[src/rtl/ghist_fold.sv]
// ghist_fold: global branch-history register with four folded histories.
//
// Keeps the last GHR_LEN branch outcomes (bit 0 = newest) and four XOR-folded
// compressions h[k] of the newest Lk bits, where
//   h[k][p] = XOR of ghr[j] for j < Lk with (j mod FOLD_W) == p.
// The folds are maintained incrementally on every accepted update. After a
// restore they are rebuilt one history bit per cycle, oldest first, and the
// histories are reported valid again only once the rebuild is complete.
//
// Ports
//   clk        rising-edge clock
//   rst        asynchronous active-high reset
//   upd_valid  resolved branch outcome present this cycle
//   upd_taken  outcome, 1 = taken
//   upd_ready  update accepted this cycle (IDLE)
//   rst_valid  restore request; beats a same-cycle update, legal in any state
//   rst_ghr    history to restore, bit 0 = newest
//   ghr        current global history, bit 0 = newest
//   h_flat     folded histories, h[k] = h_flat[FOLD_W*k +: FOLD_W]
//   hist_valid ghr and h_flat are consistent (IDLE)
//
// Handshake: an update transfers on a rising edge where upd_valid and
// upd_ready are both high and rst_valid is low. upd_valid seen while
// upd_ready is low is ignored; the upstream must hold or replay it. A restore
// has no ready and is always taken. There is no combinational path from any
// input to any output.
module ghist_fold #(
    parameter int GHR_LEN = 64,
    parameter int FOLD_W  = 16,
    parameter int L0      = 8,
    parameter int L1      = 16,
    parameter int L2      = 32,
    parameter int L3      = 64     // must equal GHR_LEN
) (
    input  logic                  clk,
    input  logic                  rst,
    input  logic                  upd_valid,
    input  logic                  upd_taken,
    output logic                  upd_ready,
    input  logic                  rst_valid,
    input  logic [GHR_LEN-1:0]    rst_ghr,
    output logic [GHR_LEN-1:0]    ghr,
    output logic [4*FOLD_W-1:0]   h_flat,
    output logic                  hist_valid
);

    localparam int CNT_W = $clog2(GHR_LEN);

    typedef enum logic {
        IDLE    = 1'b0,
        REBUILD = 1'b1
    } state_t;

    state_t                       state_q, state_d;
    logic [CNT_W-1:0]             cnt_q, cnt_d;
    logic [GHR_LEN-1:0]           ghr_q, ghr_d;
    logic [3:0][FOLD_W-1:0]       fold_q, fold_d;

    // Candidate next value of each fold for the two ways it can advance.
    logic [3:0][FOLD_W-1:0]       fold_upd;
    logic [3:0][FOLD_W-1:0]       fold_rb;

    for (genvar k = 0; k < 4; k++) begin : g_fold
        localparam int LK = (k == 0) ? L0 : (k == 1) ? L1 : (k == 2) ? L2 : L3;
        // Position where the bit leaving this fold's window lands after rotation.
        localparam int EV = LK % FOLD_W;

        logic [FOLD_W-1:0] rot;
        logic              evict;
        logic              in_rng;
        logic              rb_bit;

        assign rot   = {fold_q[k][FOLD_W-2:0], fold_q[k][FOLD_W-1]};
        assign evict = ghr_q[LK-1];

        // Shifting the history moves every contributing bit up one position,
        // which is a rotate of the fold; the new outcome enters at bit 0 and
        // the bit that falls out of the Lk window is cancelled where the
        // rotate carried it.
        assign fold_upd[k] = rot
                           ^ {{(FOLD_W-1){1'b0}}, upd_taken}
                           ^ (FOLD_W'(evict) << EV);

        // Rebuild replays history oldest first with nothing to evict; bits
        // older than this fold's window contribute nothing.
        assign in_rng      = int'(cnt_q) < LK;
        assign rb_bit      = in_rng & ghr_q[cnt_q];
        assign fold_rb[k]  = rot ^ {{(FOLD_W-1){1'b0}}, rb_bit};
    end

    always_ff @(posedge clk or posedge rst) begin
        if (rst) begin
            state_q <= IDLE;
            cnt_q   <= '0;
            ghr_q   <= '0;
            fold_q  <= '0;
        end else begin
            state_q <= state_d;
            cnt_q   <= cnt_d;
            ghr_q   <= ghr_d;
            fold_q  <= fold_d;
        end
    end

    always_comb begin
        state_d = state_q;
        cnt_d   = cnt_q;
        ghr_d   = ghr_q;
        fold_d  = fold_q;

        if (rst_valid) begin
            ghr_d   = rst_ghr;
            fold_d  = '0;
            cnt_d   = CNT_W'(GHR_LEN - 1);
            state_d = REBUILD;
        end else begin
            case (state_q)
                IDLE: begin
                    if (upd_valid) begin
                        ghr_d  = {ghr_q[GHR_LEN-2:0], upd_taken};
                        fold_d = fold_upd;
                    end
                end
                REBUILD: begin
                    fold_d = fold_rb;
                    cnt_d  = cnt_q - 1'b1;
                    if (cnt_q == '0) begin
                        state_d = IDLE;
                    end
                end
                default: begin
                    state_d = IDLE;
                end
            endcase
        end
    end

    assign upd_ready  = (state_q == IDLE);
    assign hist_valid = (state_q == IDLE);
    assign ghr        = ghr_q;
    assign h_flat     = fold_q;

endmodule

[config.mk]
export PLATFORM = sky130hd
export DESIGN_NAME = ghist_fold
export DESIGN_NICKNAME = d
export VERILOG_FILES = /design/src/rtl/ghist_fold.sv
export SDC_FILE = /design/constraint.sdc
export NUM_CORES = 1
export LEC_CHECK = 0
export ABC_AREA = 1
export CAP_MARGIN = 15
export CORE_ASPECT_RATIO = 0.75
export CORE_MARGIN = 2
export CORE_UTILIZATION = 38
export DETAILED_ROUTE_END_ITERATION = 10
export PLACE_DENSITY = 0.65
export SLEW_MARGIN = 10
export SYNTH_ARGS = -nofsm -noshare
export SYNTH_HDL_FRONTEND = slang
export SYNTH_SLANG_ARGS = --single-unit
[constraint.sdc]
create_clock -name clk -period 7.1 [get_ports clk]
set_input_delay 1.42 -clock clk [delete_from_list [all_inputs] [get_ports clk]]
set_output_delay 1.42 -clock clk [all_outputs]
set_load 0.02 [all_outputs]
Word-level counts from Yosys, hierarchy flattened
Cells that the tools add are included.
{"block": "totals", "in_bits": 69, "n_memories": 0, "mem_bits_ro": 0, "elab_cells": 47, "ram_bits": 0, "latch_bits": 0, "reg_bits": 135}
{"block": "op_classes", "add_sub_neg": 1, "reduce_logical": 4, "n_eq_ne": 2, "n_shift": 0, "n_lt_le_gt_ge": 4, "multipliers": 0, "n_mux": 13, "div_mod_pow": 0, "bitwise_logic": 16}
{"cell": "$mux W64", "count": 5}
{"cell": "$xor A16 B1 Y16", "count": 11}
{"cell": "$pmux W64 S2", "count": 1}
{"cell": "$xor A16 B9 Y16", "count": 1}
{"cell": "$mux W6", "count": 2}
{"cell": "$lt A6 B7 Y1 const B", "count": 1}
{"cell": "$bmux W1 S6", "count": 1}
{"cell": "$logic_not A6 Y1", "count": 1}
{"cell": "$lt A6 B4 Y1 const B", "count": 1}
{"cell": "$lt A6 B5 Y1 const B", "count": 1}
{"cell": "$lt A6 B6 Y1 const B", "count": 1}
{"cell": "$sub A6 B1 Y6 const B", "count": 1}
{"cell": "$mux W1", "count": 4}
{"cell": "$reduce_bool A2 Y1", "count": 2}
{"cell": "$and A1 B1 Y1", "count": 3}
{"cell": "$ne A3 B3 Y1 const B", "count": 1}
{"cell": "$ne A2 B2 Y1 const B", "count": 1}
{"cell": "$reduce_and A2 Y1", "count": 1}
{"cell": "$not A1 Y1", "count": 1}

Longest topological paths before layout
{"block": "depth", "word_depth": 6, "depth_mapped": 17, "mapped_depth_nobuf": 16}

Worst setup path after synthesis
Ideal clock, no wire load.
{"block": "synth_timing", "kind": "input to register", "start": "input rst_valid", "end": "register fold_q (netlist bit h_flat[10])", "cell_stages": 8, "arrival_time_ns": 2.289, "path_buffers": 2, "required_ns": 6.967, "setup_slack_ns": 4.678, "cell_sequence": "nor2_1 > inv_2 > nor2_4 > nor2_4 > inv_2 > buf_2 > buf_4 > o22ai_1"}
{"block": "synth_via", "elab_chain_cells": 1, "elab_cells_between_ends": 2, "cone_classes": "eq/ne: 1; mux: 1"}
{"item": "start: declaration", "line_no": "40", "source": "input logic rst_valid,"}
{"item": "$ne A3 B3 Y1 (no source line) / $mux W64 (equally long branches)"}
{"item": "end signal: assignment", "line_no": "101", "source": "fold_q <= fold_d;"}
{"item": "end: declaration", "line_no": "57", "source": "logic [3:0][FOLD_W-1:0] fold_q, fold_d;"}
Several ways; a longest one is shown, not always the timed one.
A chain may end at the register's enable or synchronous reset.

Final worst setup path
{"block": "layout_timing", "start": "input rst_valid", "end": "register ghr_q[2] (netlist: ghr[2])"}
{"block": "layout_via", "elab_chain_cells": 2, "elab_cells_between_ends": 4, "cone_classes": "eq/ne: 1; mux: 1; reduce/logical: 2"}
{"item": "$ne A2 B2 Y1 (no source line) / $reduce_bool A2 Y1 (equally long branches)"}
{"item": "$reduce_and A2 Y1 (no source line)"}
{"item": "end signal: assignment", "line_no": "100", "source": "ghr_q <= ghr_d;"}
{"item": "end: declaration", "line_no": "56", "source": "logic [GHR_LEN-1:0] ghr_q, ghr_d;"}
Several ways; a longest one is shown, not always the timed one.

==> flow_summary.ini <==
[clocking]
ctsResizeCount = 0
clkSlewWorstSetupHoldPaths_ns = 0.06
worstSkewPairLatency_ns = 0.41
clkSinkCount = 135
h-tree-depth = 4
clockRootBuffer = clkbuf_16
tritoncts = done
clock_tree.buffer_depth = 2
postCtsHoldBufs = 0
cts_made_buffers = 17
post_cts_repair_setup_buffers = 0

[layout]
area_used_by_multi_input_combinational_logic_mm2 = 0.00218
nNetsFinal = 971
final_layout_size_suffix_gt1_share_pct = 6.89
syn_to_final_growth_pct = 40.9
n_fill_cell = 1575
antenna_cells = 0
finalNonFillerCells = 1129
final-seq-area_mm2 = 0.00338

[timing]
period_needed_ns = 3.74
setup-tns-final_ns = 0
finClkSkew_ns = 0.00542
finalSetupViolations = 0
final-max-slew-violation-count = 0
fmax_mhz = 267
rsz_0062_raised_after_global_routing = no
finalHoldViolations = 0
worst_slew_pin_slew_ns = 1.11
finalWorstSetupSlack_ns = 3.36
max_slew_margin_pct = 25.7
min_period_over_period_pct = 52.7

[synth]
synthXorXnorAreaFrac_pct = 0.823
synth_adder_area_share_pct = 0.196
synth.mux.area_fraction_pct = 0
synth_cells = 727
syn-num-nets = 797
post_synthesis_sequential_element_count = 135
ys_types = 31
netlist_area_pre_place_mm2 = 0.00639
synth.area.top_cells = dfrtp_1 (53%), nand2_1 (9.5%), inv_1 (8.0%)
largest_family_of_logic_cells_by_synthesized_area = compound AO/OA/AOI/OAI gates
synth_warnings = 0
synth_seq_area_share_pct = 52.9
synthSimpleGateAreaFrac_pct = 16.0
synth_top_cell_area_share_pct = 52.9
library_cell_with_the_largest_summed_area_after_synthesis = dfrtp_1
synth_area_per_cell_um2 = 8.78
synth-compound-area-share_pct = 17.1

[placement]
routabilityCongestion = 0.809
place_worst_setup_slack_ns = 2.92
place_inst = 1097
place_hpwl_um = 12300
port_buffers = 198

[floorplanning]
die_area_mm2 = 0.0179
pin_count = 199
core_mm2 = 0.0166
die_width_um = 154
std_cell_rows = 41
floorplan.die.height_um = 116
starting_density_pct = 38.4

[job]
timing.max_cap.violations = 0

[global_routing]
grt_first_pass_wirelength_um = 30000
global_route.overflow_total = 0
grt_use_total_pct = 21.3
grt_antenna_before_repair = 0
grt_start_max_net_pins = 90
grt_pass1_vias = 5655

[worst_setup_path]
crit_path_max_fanout = 77
worst_ep_arrival_time_ns = 4.03
timing.critical_path.from_type = primary input
worstPathRequired_ns = 7.38
crit_path_end_kind = register
crit_path_frequent_cell = inv_1
max_stage_delay_cell_worst_path = nand2_2
crit_path_max_incr_delay_ns = 0.85
worstSetupPathType = primary input to register
critical_path_buf_inv_count = 4
worstPathCellList = buf_2 > buf_4 > inv_1 > nand2_2 > inv_1 > a22oi_1 > o21ai_0
critical_path_s_top_delay_family = buffers and inverters

[outcome]
status = finished clean

[drt]
first_iter_violations = 309
antenna_left = 0
drt_first_pass_iters = 5
wire_per_inst_um = 16.3
detail_route.wirelength_um = 18400
routed_via_density = 4.99
routed-via-count = 5637
route.detailed.drc = 0

[power_and_ir_drop]
power.total_w = 0.00238
power_density_mw_per_mm2 = 264
power_leakage_nw = 3.96
vdd_drop_max_mv = 0.128

[worst_hold_path]
min_path_type = register to register
-- sequential cells by signal, indices dropped and copies added (netlist names) --
register	count
cnt_q	6
state_q	1
h_flat	64
ghr	64
-- cells in the final DEF (no fill, tap or decap), types with 8 or more instances in the layout --
master	instances
o22ai_1	56
a21oi_1	12
o221ai_1	55
clkdlybuf4s50_1	197
o21ai_0	15
nand3_1	51
clkbuf_16	17
inv_1	135
nor2_1	14
nand2_1	160
nand2_2	8
inv_2	8
dfrtp_1	135
-- routing by layer --
layer / GRT usage, % / vias to the layer above / share of wire, %
li1: - / 2777 / -
met1: 32.6 / 2642 / 52
met2: 28.9 / 203 / 39
met3: 6.23 / 15 / 7.7
met4: 5.81 / 0 / 1.2
met5: 0 / - / 0
-- where the power goes --
group	internal [W]	total [W]	switching, W
clock network	0.000589	0.000942	0.000353
logic	0.000225	0.000565	0.000340
registers	0.000817	0.000873	0.0000562
total	0.00163	0.00238	0.000749
-- final cells by class --
cell class                      instances  area share, %
Clock buffer                           17           4.73
Clock inverter                         15           2.22
Inverter                              144           6.06
Multi-Input combinational cell        402           24.3
Sequential cell                       135           37.5
Tap cell                              215           2.99
Timing Repair Buffer                  201           22.2
-- synth_stat cells (all sizes together) --
cell / n
inv: 144
o21ai: 20
nor3: 1
buf: 30
o211ai: 5
o31ai: 1
xor2: 4
o22ai: 56
o221ai: 55
ha: 1
xnor2: 2
dfrtp: 135
nand4: 2
a22oi: 4
nand3: 52
a21oi: 12
or2: 3
clkbuf: 16
nor2: 16
nand2: 168
-- worst paths after layout --
| kind | startpoint | end | slack (ns) | depth (start not counted) |
|---|---|---|---|---|
| setup reg to reg | state_q$_DFF_PP0_ | ghr[2]$_DFFE_PP0P_ | 4.49 | 6 |
| max in group asynchronous | rst | ghr[52]$_DFFE_PP0P_ | 4.40 | 3 |
| hold reg to reg | h_flat[48]$_DFFE_PP0P_ | h_flat[48]$_DFFE_PP0P_ | 0.51 | 2 |
| setup / recovery | rst_valid | ghr[2]$_DFFE_PP0P_ | 3.36 | 7 |
| hold / removal | h_flat[48]$_DFFE_PP0P_ | h_flat[48]$_DFFE_PP0P_ | 0.51 | 2 |
| min in group asynchronous | rst | ghr[3]$_DFFE_PP0P_ | 1.56 | 2 |
-- tightest hold or removal path: stages (launching register included) --
cell     delay [ns]
dfrtp_1        0.36
nand2_1        0.06
nand2_1        0.06
-- metrics by stage --
step / cell area [um2] / utilization, % / hold slack, ns
finish: 9000 / 54.2 / 0.510
global route: 9000 / 54.2 / 0.563
CTS: 9000 / 54.2 / 0.517
detailed placement: 8380 / 50.4 / 0.501
global placement: 8380 / 50.4 / 0.501
floorplan: 6390 / - / 0.558
-- cells by family after synthesis --
family | count (synthesis)
AND/OR/NAND/NOR | 242
buffers and inverters | 190
XOR/XNOR | 6
adder cells (fa/ha/maj) | 1
flip-flops | 135
AO/OA/AOI/OAI | 153
Power figures use the tool's default switching activity.
